$ cat src/rtl/afifo_pkg.sv
// Shared dual-clock FIFO helpers: pointer code conversions and depth derivation.
// Functions work on zero-extended pointers up to MAX_PTR_W bits, so any width fits.
package afifo_pkg;

  localparam int MAX_PTR_W = 11;

  typedef logic [MAX_PTR_W-1:0] ptr_t;

  function automatic int afifo_depth(input int addr_w);
    return 1 << addr_w;
  endfunction

  function automatic ptr_t bin2gray(input ptr_t b);
    return b ^ (b >> 1);
  endfunction

  // Bit i of the binary value is the XOR of all Gray bits at or above i.
  function automatic ptr_t gray2bin(input ptr_t g);
    ptr_t b;
    for (int i = 0; i < MAX_PTR_W; i++) begin
      b[i] = ^(g >> i);
    end
    return b;
  endfunction

endpackage

$ cat src/rtl/afifo_gray2bin.sv
// Combinational Gray-to-binary converter, zero latency; no flow control.
// MSB passes through, each lower bit folds in every Gray bit above it.
module afifo_gray2bin #(
  parameter int W = 4
) (
  input  logic [W-1:0] gray,
  output logic [W-1:0] bin
);

  always_comb begin
    bin = '0;
    for (int i = 0; i < W; i++) begin
      bin[i] = ^(gray >> i);
    end
  end

endmodule

$ cat src/rtl/afifo_wr_ctrl.sv
// Write-side pointer/flag controller for the dual-clock FIFO; flags registered one cycle after the write.
// Writes while full are rejected (wr_mem_en low) and latch the sticky overflow flag.
module afifo_wr_ctrl
  import afifo_pkg::*;
#(
  parameter int ADDR_W   = 3,
  parameter int AFULL_TH = 6
) (
  input  logic              clk,
  input  logic              rst_n,
  input  logic              wr,
  input  logic [ADDR_W:0]   rptr_sync,
  input  logic              ovf_clr,
  output logic              wr_mem_en,
  output logic [ADDR_W-1:0] waddr,
  output logic [ADDR_W:0]   wptr,
  output logic [ADDR_W:0]   gray_wptr,
  output logic              full,
  output logic              almost_full,
  output logic [ADDR_W:0]   wr_level,
  output logic              overflow
);

  localparam int PW    = ADDR_W + 1;
  localparam int DEPTH = afifo_depth(ADDR_W);
  localparam int TH    = (AFULL_TH > DEPTH) ? DEPTH : AFULL_TH;
  localparam logic [PW-1:0] TH_L = PW'(TH);

  logic            acc;
  logic [PW-1:0]   wptr_next;
  logic [PW-1:0]   gray_next;
  logic [PW-1:0]   rbin;
  logic [PW-1:0]   rptr_full_pat;
  logic [PW-1:0]   level_next;

  afifo_gray2bin #(.W(PW)) u_rptr_g2b (
    .gray (rptr_sync),
    .bin  (rbin)
  );

  assign acc       = wr & ~full;
  assign wr_mem_en = acc;
  assign waddr     = wptr[ADDR_W-1:0];

  assign wptr_next = wptr + {{ADDR_W{1'b0}}, acc};
  assign gray_next = wptr_next ^ (wptr_next >> 1);

  // In Gray code "one lap ahead" means the top two bits inverted, the rest equal.
  assign rptr_full_pat = {~rptr_sync[ADDR_W:ADDR_W-1], rptr_sync[ADDR_W-2:0]};
  assign level_next    = wptr_next - rbin;

  always_ff @(posedge clk) begin
    if (!rst_n) begin
      wptr        <= '0;
      gray_wptr   <= '0;
      full        <= 1'b0;
      almost_full <= 1'b0;
      wr_level    <= '0;
      overflow    <= 1'b0;
    end else begin
      wptr        <= wptr_next;
      gray_wptr   <= gray_next;
      full        <= (gray_next == rptr_full_pat);
      almost_full <= (level_next >= TH_L);
      wr_level    <= level_next;
      if (wr && full) begin
        overflow <= 1'b1;
      end else if (ovf_clr) begin
        overflow <= 1'b0;
      end
    end
  end

endmodule

$ cat config.mk
export PLATFORM = sky130hd
export DESIGN_NAME = afifo_wr_ctrl
export DESIGN_NICKNAME = d
export VERILOG_FILES = /design/src/rtl/afifo_pkg.sv /design/src/rtl/afifo_gray2bin.sv /design/src/rtl/afifo_wr_ctrl.sv
export SDC_FILE = /design/constraint.sdc
export NUM_CORES = 1
export LEC_CHECK = 0
export ABC_AREA = 1
export BUFFER_PORTS_ARGS = -buffer_cell sky130_fd_sc_hd__buf_2
export CORE_MARGIN = 2
export CORE_UTILIZATION = 51
export CTS_CLUSTER_DIAMETER = 80
export DETAILED_ROUTE_END_ITERATION = 7
export GPL_TIMING_DRIVEN = 0
export HOLD_SLACK_MARGIN = 0.1
export PLACE_DENSITY = 0.83
export SYNTH_ARGS = -nofsm -noshare
export SYNTH_HDL_FRONTEND = slang
export SYNTH_SLANG_ARGS = --single-unit
$ cat constraint.sdc
create_clock -name clk -period 4.8 [get_ports clk]
set_input_delay 0 -clock clk [delete_from_list [all_inputs] [get_ports clk]]
set_output_delay 0 -clock clk [all_outputs]
set_load 0.02 [all_outputs]
* Word level (Yosys, flattened, before mapping)
Cells that the tools add are included.
** Word-level totals
- Output and inout port bits :: 19
- Logic and storage cells :: 22
- Input bits :: 8
- Flip-flop bits (word level) :: 15
** Cells by class
- Equal/unequal tests :: 1
- Magnitude comparators :: 1
- Bitwise gates (word level) :: 4
- Add/subtract/negate cells :: 2
- Reductions and logical operators :: 6
- Mux-type cells :: 2
** Operators by type and width (count)
- 4-bit parity :: 4
- 4-bit by 1-bit adder with 4-bit output :: 1
- 4-bit == test :: 1
- 4-bit by 3-bit >= comparator with 1-bit output, second input constant :: 1
- 4-bit subtractor :: 1
- 4-bit by 3-bit XOR with 4-bit output :: 1
- 1-bit 2-to-1 mux :: 2
- 2-bit inverter :: 1
- 2-bit nonzero test :: 1
- 1-bit AND :: 1
- 1-bit logical AND :: 1
- 1-bit inverter :: 1

* Longest topological paths before layout
Gate-level depths: netlist (run 1).
- Depth in word-level cells :: 5
- Gate-level depth with buffers :: 15
- Gate-level depth less buffers :: 15

* Modules after synthesis
A second synthesis (run 1) with hierarchy kept.
** Unflattened totals
- Cells, all modules :: 127
- Area total of the unflattened synthesis :: 843.3 sq um
** By module, submodules not included
- afifo_wr_ctrl :: times used 1, area an instance 753.2 sq um, cells an instance 106, sequential area each 280.3 sq um
- afifo_gray2bin :: times used 1, area an instance 90.1 sq um, cells an instance 21, sequential area each 0.0 sq um

* Worst setup path after synthesis (run 1)
No wires, ideal clock.
- Path type :: reg2reg
- Start point :: reg full
- End point :: reg almost_full
- Stages on the path, launching flop included :: 13
- Path slack :: 2.456 ns
- Period minus slack after synthesis :: 2.344 ns
- Required time :: 4.685 ns
- Data arrival time :: 2.229 ns
- Cells stage by stage :: dfxtp_1 -> nor2_1 -> ha_1 -> ha_1 -> nand2_1 -> nand2_1 -> inv_1 -> ha_1 -> a21oi_1 -> nor2b_1 -> nand3_1 -> nand3_1 -> nand2_1
** Between the ends
- Longest elaborated chain between the ends :: 5
** RTL lines
- start: declaration :: line afifo_wr_ctrl.sv:18 : output logic full,
- start signal: assignment :: line afifo_wr_ctrl.sv:63 : full <= (gray_next == rptr_full_pat);
- 1-bit inverter :: line afifo_wr_ctrl.sv:41 : assign acc = wr & ~full;
- 1-bit AND :: line afifo_wr_ctrl.sv:41
- via wr_mem_en :: line afifo_wr_ctrl.sv:14 : output logic wr_mem_en,
- 4-bit by 1-bit adder with 4-bit output :: line afifo_wr_ctrl.sv:45 : assign wptr_next = wptr + {{ADDR_W{1'b0}}, acc};
- via wptr_next[2] :: line afifo_wr_ctrl.sv:30 : logic [PW-1:0] wptr_next;
- 4-bit subtractor :: line afifo_wr_ctrl.sv:50 : assign level_next = wptr_next - rbin;
- 4-bit by 3-bit >= comparator with 1-bit output :: line afifo_wr_ctrl.sv:64 : almost_full <= (level_next >= TH_L);
- end signal: assignment :: line afifo_wr_ctrl.sv:64
- end: declaration :: line afifo_wr_ctrl.sv:19 : output logic almost_full,
The timed path passes the listed nets, and every way through them passes these cells.
A chain may end at the register's enable or synchronous reset.

* Worst setup path after layout (run 1)
- Start point :: reg full
- End point :: reg almost_full
** Between the ends
- Longest elaborated chain between the ends :: 5
** RTL lines (line)
- 1-bit inverter :: afifo_wr_ctrl.sv:41
- 1-bit AND :: afifo_wr_ctrl.sv:41
- 4-bit by 1-bit adder with 4-bit output :: afifo_wr_ctrl.sv:45
- via wptr_next[1] :: afifo_wr_ctrl.sv:30
- 4-bit subtractor :: afifo_wr_ctrl.sv:50
- 4-bit by 3-bit >= comparator with 1-bit output :: afifo_wr_ctrl.sv:64
The timed path passes the listed nets, and every way through them passes these cells.

==> results.py, run 1 <==
metrics = {
    "status": {
        "status": "completed",
    },
    "worst_hold_path": {
        "min_from": "rptr_sync[1]",
        "hold_class": "input port to flip-flop",
    },
    "sta": {
        "fin_skew_ps": 4.870,
        "tightest_slew_ps": 268.0,
        "fmax_ghz": 0.4443,
        "setup_viol": 0,
        "period_share": 0.4689,
        "fin_crit_ps": 2251,
        "rsz0062_at_grt": "false",
        "setup_ws_ps": 2549,
        "slew_headroom": 0.8202,
        "fin_tns_setup_ps": 0,
        "slew_viol_final": 0,
        "hold_viol": 0,
    },
    "power": {
        "p_per_area_mw_per_mm2": 340.5,
        "clockPowerShare": 0.254,
        "leakage_nw": 0.5892,
        "p_sw_mw": 0.1141,
        "intPower_mw": 0.2216,
        "p_sw_frac": 0.3398,
        "combPwrFrac": 0.342,
        "peakVddDrop_v": 0.0001582,
        "power_mw": 0.3357,
        "p_seq_frac": 0.404,
    },
    "clock_tree": {
        "clockBufferDepth": 2,
        "h-tree-depth": 1,
        "clk_latency_ps": 280,
        "hold_buffers": 4,
        "cts_tree": "yes",
        "postCtsSetupRepairBufs": 0,
        "cts-root-buf": "clkbuf_4",
        "cts.sinks": 14,
        "cts.repair.resized": 0,
        "path_clk_slew_ps": 90,
        "numCtsBuffers": 3,
    },
    "final_layout": {
        "final_common_cell": "nand2_1",
        "final_layout_size_suffix_gt1_frac": 0.2643,
        "multi_input_area_um2": 386.6,
        "layout_common_cells": "31 x nand2_1, 26 x buf_2, 16 x inv_1",
        "fin_nets": 155,
        "fillers": 125,
        "regArea_um2": 280.3,
        "fin_area_um2": 985.9,
        "area_growth_syn_to_layout_pct": 29.61,
        "antenna_cells": 0,
    },
    "route": {
        "drt_iter0_markers": 16,
        "dr.pass1.iters": 4,
        "drt-total-wl_mm": 1.636,
        "vias": 779,
        "wire_per_inst_um": 10.55,
        "vias_per_cell": 5.026,
        "drc_errors": 0,
        "ant_nets": 0,
    },
    "global_routing": {
        "grt_use_total": 0.1963,
        "grt_pass1_vias": 687,
        "grt_overflow": 0,
        "antenna_found_initial": 0,
        "grt_pass1_wl_mm": 2.697,
        "grt_max_degree": 10,
    },
    "worst_setup_path": {
        "rrSetupSlack_ps": 2550,
        "cp-startpoint": "full",
        "rr_worst_depth": 9,
        "crit_path_end": "almost_full",
        "critPathCaptureType": "flip-flop",
        "path_max_fanout": 5,
        "crit_type": "flip-flop to flip-flop",
        "reg2reg_to": "almost_full",
        "worst-endpoint-arrival_ps": 2480,
        "start_kind": "flip-flop",
        "rr_startpoint": "full",
        "required_ps": 5020,
    },
    "yosys": {
        "ys_seq_elements": 14,
        "syn_nets": 120,
        "synth.avg_cell_area_um2": 7.177,
        "ys_types": 18,
        "synth_area_um2": 760.7,
        "syn_inst": 106,
        "ys_warn_count": 0,
        "ys_seq_area_frac": 0.3684,
    },
    "die": {
        "die_area_mm2": 0.001816,
        "die_h_um": 42.62,
        "die_x_um": 42.62,
        "initial_core_util": 0.5635,
        "io_pins": 27,
        "rows": 13,
        "core_mm2": 0.001350,
    },
    "placement": {
        "gp_congestion": 0.9016,
        "place_area_um2": 909.6,
        "place_ws_ps": 2583,
        "hpwl_mm": 1.242,
        "io_buffers": 26,
    },
    "run": {
        "drv_cap": 0,
    },
}
==> worst min path at each step <==
stage                     to  slack (ps)  cells after the start
floorplan            wptr[0]          90                      2
global placement    overflow         250                      4
detailed placement  overflow         270                      4
CTS                     full         110                      5
global route            full         120                      5
finish                  full         120                      5
==> synth_stat cells, drive strengths merged <==
library cell / number / area share
nand2: 31 / 0.15
and2: 1 / 0.0082
or2: 1 / 0.0082
nand3: 10 / 0.066
a21oi: 3 / 0.020
nand4: 2 / 0.016
clkinv: 1 / 0.0049
o21ai: 1 / 0.0066
xnor2: 2 / 0.033
inv: 16 / 0.079
buf: 4 / 0.039
fa: 1 / 0.026
xor2: 1 / 0.021
dfxtp: 14 / 0.37
nor2b: 1 / 0.0082
ha: 5 / 0.082
nor2: 12 / 0.059
==> layout make-up <==
| class | count | area share |
|---|---|---|
| inverter | 17 | 0.06472 |
| tap | 15 | 0.01904 |
| timing repair buffer | 30 | 0.1726 |
| multi-input combinational | 71 | 0.3921 |
| sequential | 14 | 0.2843 |
| clock buffer | 4 | 0.03680 |
| buffer | 4 | 0.03046 |
==> metal layers <==
layer / track usage / up-vias / wire, um
met2: 0.3364 / 31 / 810
li1: - / 392 / -
met3: 0.04310 / 4 / 111
met4: 0.1063 / 0 / 35
met1: 0.2216 / 352 / 679
met5: 0 / - / 0
==> power by group through the flow <==
stage | Sequential [mW] | Combinational [mW] | Clock, mW
6_report | 0.136 | 0.115 | 0.0853
5_1_grt | 0.137 | 0.130 | 0.0919
4_1_cts | 0.135 | 0.115 | 0.0851
3_5_place_dp | 0.138 | 0.113 | 0
3_3_place_gp | 0.138 | 0.110 | 0
2_1_floorplan | 0.158 | 0.0608 | 0
==> critical path: stages (launching register included) <==
cell     delay, ps
dfxtp_1        350
nor2_1          70
ha_1           240
ha_1           390
inv_1          110
fa_1           440
or2_2          280
a21oi_1        170
nand2_1         80
nand2_1         70
==> sequential cells by signal (all words and copies together) (netlist names) <==
signal and cells:
full 1, gray_wptr 3, overflow 1, wptr 4, almost_full 1, wr_level 4
==> per-stage QoR <==
step	util	instances	hold slack, ps
floorplan	-	106	93.45
global route	0.7303	155	122.8
global placement	0.6738	147	248.6
CTS	0.7303	155	107.0
detailed placement	0.6738	147	267.6
finish	0.7303	155	119.4
==> cell families after synthesis <==
group,Yosys count,share of synthesized area
fa+ha+maj,6,0.1086
compound gates,4,0.02630
flops,14,0.3684
xor+xnor,3,0.05429
simple gates,58,0.3191
buf+inv,21,0.1234
(Power assumes the default switching activity.)
==> run 2, diff against run 1 <==
- CORE_ASPECT_RATIO: not set -> 1.25
- CORE_UTILIZATION: 51 -> 43
- PLACE_DENSITY: 0.83 -> 0.74
- clock period: 4.8 -> 1.93 ns (I/O delays scaled with it)
==> results.py, run 2 (synthesis results as in run 1) <==
metrics = {
    "placement": {
        "placed_cells_incl_taps": 151,
        "place_ws_ps": 0.2258,
        "gp_congestion": 0.8527,
        "hpwl_mm": 1.191,
        "io_buffers": 26,
        "place_area_um2": 972.2,
    },
    "final_layout": {
        "final_cells": 163,
        "final_common_cell": "nand2_1",
        "fin_util": 0.6442,
        "fin_nets": 159,
        "antenna_cells": 0,
        "fin_area_mm2": 0.001110,
        "final_layout_size_suffix_gt1_frac": 0.4028,
        "area_growth_syn_to_layout_pct": 45.89,
        "top_regs": "wptr x4, wr_level x4, gray_wptr x3",
        "layout_common_cells": "28 x nand2_1, 26 x buf_2, 13 x inv_1, 13 x dfxtp_1, 11 x nor2_1",
    },
    "power": {
        "combPwrFrac": 0.382,
        "p_seq_frac": 0.382,
        "p_per_area_mw_per_mm2": 802.1,
        "clockPowerShare": 0.236,
        "p_sw_frac": 0.3422,
        "intPower_mw": 0.5856,
        "peakVddDrop_v": 0.0005041,
        "p_sw_mw": 0.3046,
        "leakage_nw": 0.6116,
    },
    "worst_setup_path": {
        "worstPathCellList": "nor2_4, ha_4, ha_4, nand2_2, nand2_2, inv_2, ha_4, nand2_1, o21ai_0, nand3_1, nand3_2, nand2_1",
        "required_ps": 2110,
        "start_kind": "flip-flop",
        "worst-endpoint-arrival_ps": 2040,
        "crit_type": "flip-flop to flip-flop",
        "critPathCaptureType": "flip-flop",
        "path_max_fanout": 4,
        "crit_slowest_cell": "dfxtp_4",
        "rr_startpoint": "full",
        "cp_common_cell": "ha_4",
        "reg2reg_to": "almost_full",
        "rrSetupSlack_ps": 70,
        "rr_worst_depth": 12,
        "cpPeakStageDelay_ps": 360,
    },
    "route": {
        "dr.pass1.iters": 5,
        "vias": 797,
        "drt-total-wl_mm": 1.621,
        "drc_errors": 0,
        "ant_nets": 0,
        "wire_per_inst_um": 9.945,
        "drt_iter0_markers": 23,
        "vias_per_cell": 4.890,
    },
    "die": {
        "die_h_um": 51.03,
        "rows": 17,
        "die_x_um": 41.62,
        "die_area_mm2": 0.002124,
        "io_pins": 27,
        "core_mm2": 0.001723,
        "initial_core_util": 0.4415,
    },
    "global_routing": {
        "grt_pass1_vias": 638,
        "grt_overflow": 0,
        "use_met2": 0.2630,
        "grt_pass1_wl_mm": 2.442,
        "antenna_found_initial": 0,
        "top_usage_layer": "met2",
        "grt_use_total": 0.1489,
        "grt_max_degree": 10,
        "met3_usage": 0.02120,
        "met1_usage": 0.1538,
    },
    "sta": {
        "period_share": 0.9655,
        "fmax_ghz": 0.5367,
        "hold_viol": 0,
        "fin_skew_ps": 7.103,
        "setup_ws_ps": 66.63,
        "fin_crit_ps": 1863,
        "slew_headroom": 0.7857,
        "slew_viol_final": 0,
        "tightest_slew_ps": 319.5,
        "setup_viol": 0,
    },
    "clock_tree": {
        "cts-root-buf": "clkbuf_4",
        "clockBufferDepth": 2,
        "numCtsBuffers": 3,
        "h-tree-depth": 1,
        "clk_latency_ps": 280,
        "cts.sinks": 14,
        "cts_tree": "yes",
        "path_clk_slew_ps": 80,
    },
    "run": {
        "drv_cap": 0,
    },
    "worst_hold_path": {
        "min_to": "full",
        "holdPathStages": 5,
        "min_from": "rptr_sync[1]",
        "hold_class": "input port to flip-flop",
    },
    "status": {
        "status": "completed",
    },
}
==> run 2: worst max-delay path, delay by kind of cell (launching register included) <==
family	cells	cell delay, ps
simple gates	7	630
buf+inv	1	60
compound gates	1	150
flops	1	360
fa+ha+maj	3	580
==> run 2: worst max path at each step <==
stage / from / endpoint / slack (ps) / depth (start not counted)
global route: full / almost_full / -80 / 12
detailed placement: full / almost_full / 0.2 / 13
CTS: full / almost_full / 10 / 13
floorplan: full / almost_full / 20 / 13
global placement: full / almost_full / 30 / 13
finish: full / almost_full / 70 / 12
==> run 2: what timing repair did <==
item,in CTS,in global routing
setup buffers,0,4
resized for setup,2,9
endpoints found under the setup margin,2,2
pin swaps,1,10
hold buffers,4,0
endpoints found under the hold margin,6,0
==> run 2: cell type report <==
| type | count | area (um2) |
|---|---|---|
| plain buffers | 4 | 30.03 |
| clock buffers | 4 | 36.28 |
| fillers | 139 | 613.1 |
| inverters | 17 | 66.31 |
| multi-input cells | 71 | 469.2 |
| flip-flops and latches | 14 | 284.0 |
| well taps | 19 | 23.77 |
| repair buffers | 34 | 200.2 |
==> run 2: per-layer routing <==
metal / wire length [um] / up-vias / share of wire
met3: 65 / 7 / 0.040
met4: 48 / 0 / 0.030
met2: 840 / 26 / 0.52
met5: 0 / - / 0
li1: - / 398 / -
met1: 668 / 366 / 0.41
==> run 2: stage by stage <==
| step | power, mW | hold WS [ps] | setup TNS (ps) |
|---|---|---|---|
| 2_1_floorplan | 0.5672 | 93.45 | 0 |
| 3_3_place_gp | 0.6416 | 250.1 | 0 |
| 3_5_place_dp | 0.6498 | 251.3 | 0 |
| 4_1_cts | 0.8645 | 118.1 | 0 |
| 5_1_grt | 0.9420 | 161.6 | -152.4 |
| 6_report | 0.8902 | 142.3 | 0 |
==> run 2: power by group through the flow <==
stage                     logic (mW)  clock network, mW  registers, mW
final                          0.340              0.210          0.340
after detailed placement       0.303                  0          0.347
after CTS                      0.313              0.211          0.340
after global placement         0.297                  0          0.344
after global routing           0.377              0.221          0.344
after floorplan                0.173                  0          0.395
==> run 3, diff against run 2 <==
- BUFFER_PORTS_ARGS: -buffer_cell sky130_fd_sc_hd__buf_2 -> not set
- CORE_ASPECT_RATIO: 1.25 -> not set
- CORE_UTILIZATION: 43 -> 53
- DONT_BUFFER_PORTS: not set -> 1
- PLACE_DENSITY: 0.74 -> 0.72
==> results.py, run 3 (synthesis results as in run 1) <==
metrics = {
    "status": {
        "status": "finished with violations",
        "violations": "setup timing",
    },
    "sta": {
        "rsz0062_at_grt": "true",
        "fmax_ghz": 0.5041,
        "fin_crit_ps": 1984,
        "setup_viol": 2,
        "slew_viol_final": 0,
        "setup_ws_ps": -53.75,
        "hold_viol": 0,
        "slew_headroom": 0.7248,
        "tightest_slew_ps": 412.2,
        "fin_skew_ps": 4.600,
        "fin_tns_setup_ps": -94.79,
        "period_share": 1.028,
    },
    "final_layout": {
        "layout_common_cells": "27 x nand2_1, 13 x inv_1, 13 x dfxtp_1",
        "antenna_cells": 0,
        "final_common_cell": "nand2_1",
        "top_regs": "wptr x4, wr_level x4, gray_wptr x3",
        "final_layout_size_suffix_gt1_frac": 0.2869,
        "fillers": 104,
        "area_growth_syn_to_layout_pct": 35.86,
        "fin_nets": 137,
        "fin_util": 0.7844,
    },
    "worst_setup_path": {
        "critPathCaptureType": "flip-flop",
        "crit_type": "flip-flop to flip-flop",
        "cpPeakStageDelay_ps": 390,
        "path_max_fanout": 4,
        "worst-endpoint-arrival_ps": 2160,
        "crit_buf_inv": 1,
        "crit_slowest_cell": "dfxtp_4",
        "rr_worst_depth": 12,
        "rr_startpoint": "full",
        "path_depth": 12,
        "cp_common_cell": "ha_4",
        "cp-startpoint": "full",
        "required_ps": 2100,
        "start_kind": "flip-flop",
        "worstPathCellList": "nor2_4, ha_4, ha_4, nand2_2, nand2_2, inv_2, ha_4, a21oi_4, nor2b_4, nand3_2, nand3_2, nand2_1",
        "critical_path.top_delay_family": "simple AND/OR/NAND/NOR gates",
    },
    "global_routing": {
        "antenna_found_initial": 0,
        "grt_use_total": 0.1958,
        "grt_pass1_wl_mm": 2.587,
        "grt_max_degree": 10,
        "grt_pass1_vias": 628,
        "grt_overflow": 0,
    },
    "placement": {
        "io_buffers": 0,
        "gp_congestion": 0.8090,
        "place_ws_ps": -164.8,
        "hpwl_mm": 1.191,
    },
    "power": {
        "leakage_nw": 0.5117,
        "power_mw": 0.8633,
        "p_per_area_mw_per_mm2": 835.3,
        "peakVddDrop_v": 0.0005426,
    },
    "route": {
        "wire_per_inst_um": 12.82,
        "vias": 713,
        "drc_errors": 0,
        "drt_iter0_markers": 12,
        "drt-total-wl_mm": 1.757,
        "vias_per_cell": 5.204,
        "ant_nets": 0,
        "dr.pass1.iters": 4,
    },
    "die": {
        "core_mm2": 0.001318,
        "die_area_mm2": 0.001754,
        "die_x_um": 41.89,
        "rows": 13,
        "die_h_um": 41.89,
        "initial_core_util": 0.5774,
        "io_pins": 27,
    },
    "clock_tree": {
        "clockBufferDepth": 2,
        "cts_tree": "yes",
        "clk_latency_ps": 270,
        "numCtsBuffers": 3,
        "cts-root-buf": "clkbuf_4",
        "path_clk_slew_ps": 80,
        "cts.sinks": 14,
        "h-tree-depth": 1,
    },
    "worst_hold_path": {
        "holdPathStages": 4,
        "hold_class": "input port to flip-flop",
        "min_from": "rptr_sync[1]",
    },
    "run": {
        "drv_cap": 0,
    },
}
run 3: timing repair:
item | CTS | global route
gates resized for setup | 8 | 8
endpoints found under the setup margin | 2 | 2
hold buffers | 9 | 0
hold endpoints to repair | 14 | 0
pin swaps | 7 | 8
gates cloned | 0 | 0
buffers inserted | 2 | 1
run 3: where the power goes:
| group | switching [mW] | internal (mW) |
|---|---|---|
| combinational | 0.139 | 0.128 |
| clock | 0.0902 | 0.115 |
| sequential | 0.0662 | 0.326 |
| total | 0.295 | 0.568 |
run 3: final cells by class:
| type | count | area (um2) | area share |
|---|---|---|---|
| sequential | 14 | 284.0 | 0.2748 |
| clock buffer | 4 | 36.28 | 0.03511 |
| multi-input combinational | 71 | 488.0 | 0.4722 |
| timing repair buffer | 12 | 112.6 | 0.1090 |
| inverter | 17 | 63.81 | 0.06174 |
| tap | 15 | 18.77 | 0.01816 |
| buffer | 4 | 30.03 | 0.02906 |
run 3: per-stage QoR:
| step | cells | instance area, um2 | hold WS [ps] |
|---|---|---|---|
| after floorplan | 106 | 818.3 | 93.45 |
| after global placement | 121 | 837.1 | 99.89 |
| final | 137 | 1033 | 144.7 |
| after CTS | 136 | 994.7 | 143.4 |
| after detailed placement | 121 | 837.1 | 98.87 |
| after global routing | 137 | 1033 | 156.1 |
run 3: worst paths after layout:
| check | slack, ps | to |
|---|---|---|
| setup / recovery | -50 | almost_full |
| hold / removal | 140 | wr_level[0] |
| setup reg to reg | -50 | almost_full |
| hold reg to reg | 770 | wptr[3] |
run 3: metal layers:
metal / vias up / wire length [um] / track usage
li1: 354 / - / -
met5: - / 0 / 0
met4: 0 / 34 / 0.05806
met3: 6 / 117 / 0.05217
met1: 323 / 648 / 0.2038
met2: 30 / 956 / 0.3750
run 3: worst reg2reg max path, stage by stage (launching register included):
cell	delay (ps)
dfxtp_4	390
nor2_4	200
ha_4	190
ha_4	130
nand2_2	50
nand2_2	100
inv_2	60
ha_4	260
a21oi_4	140
nor2b_4	160
nand3_2	90
nand3_2	80
nand2_1	50
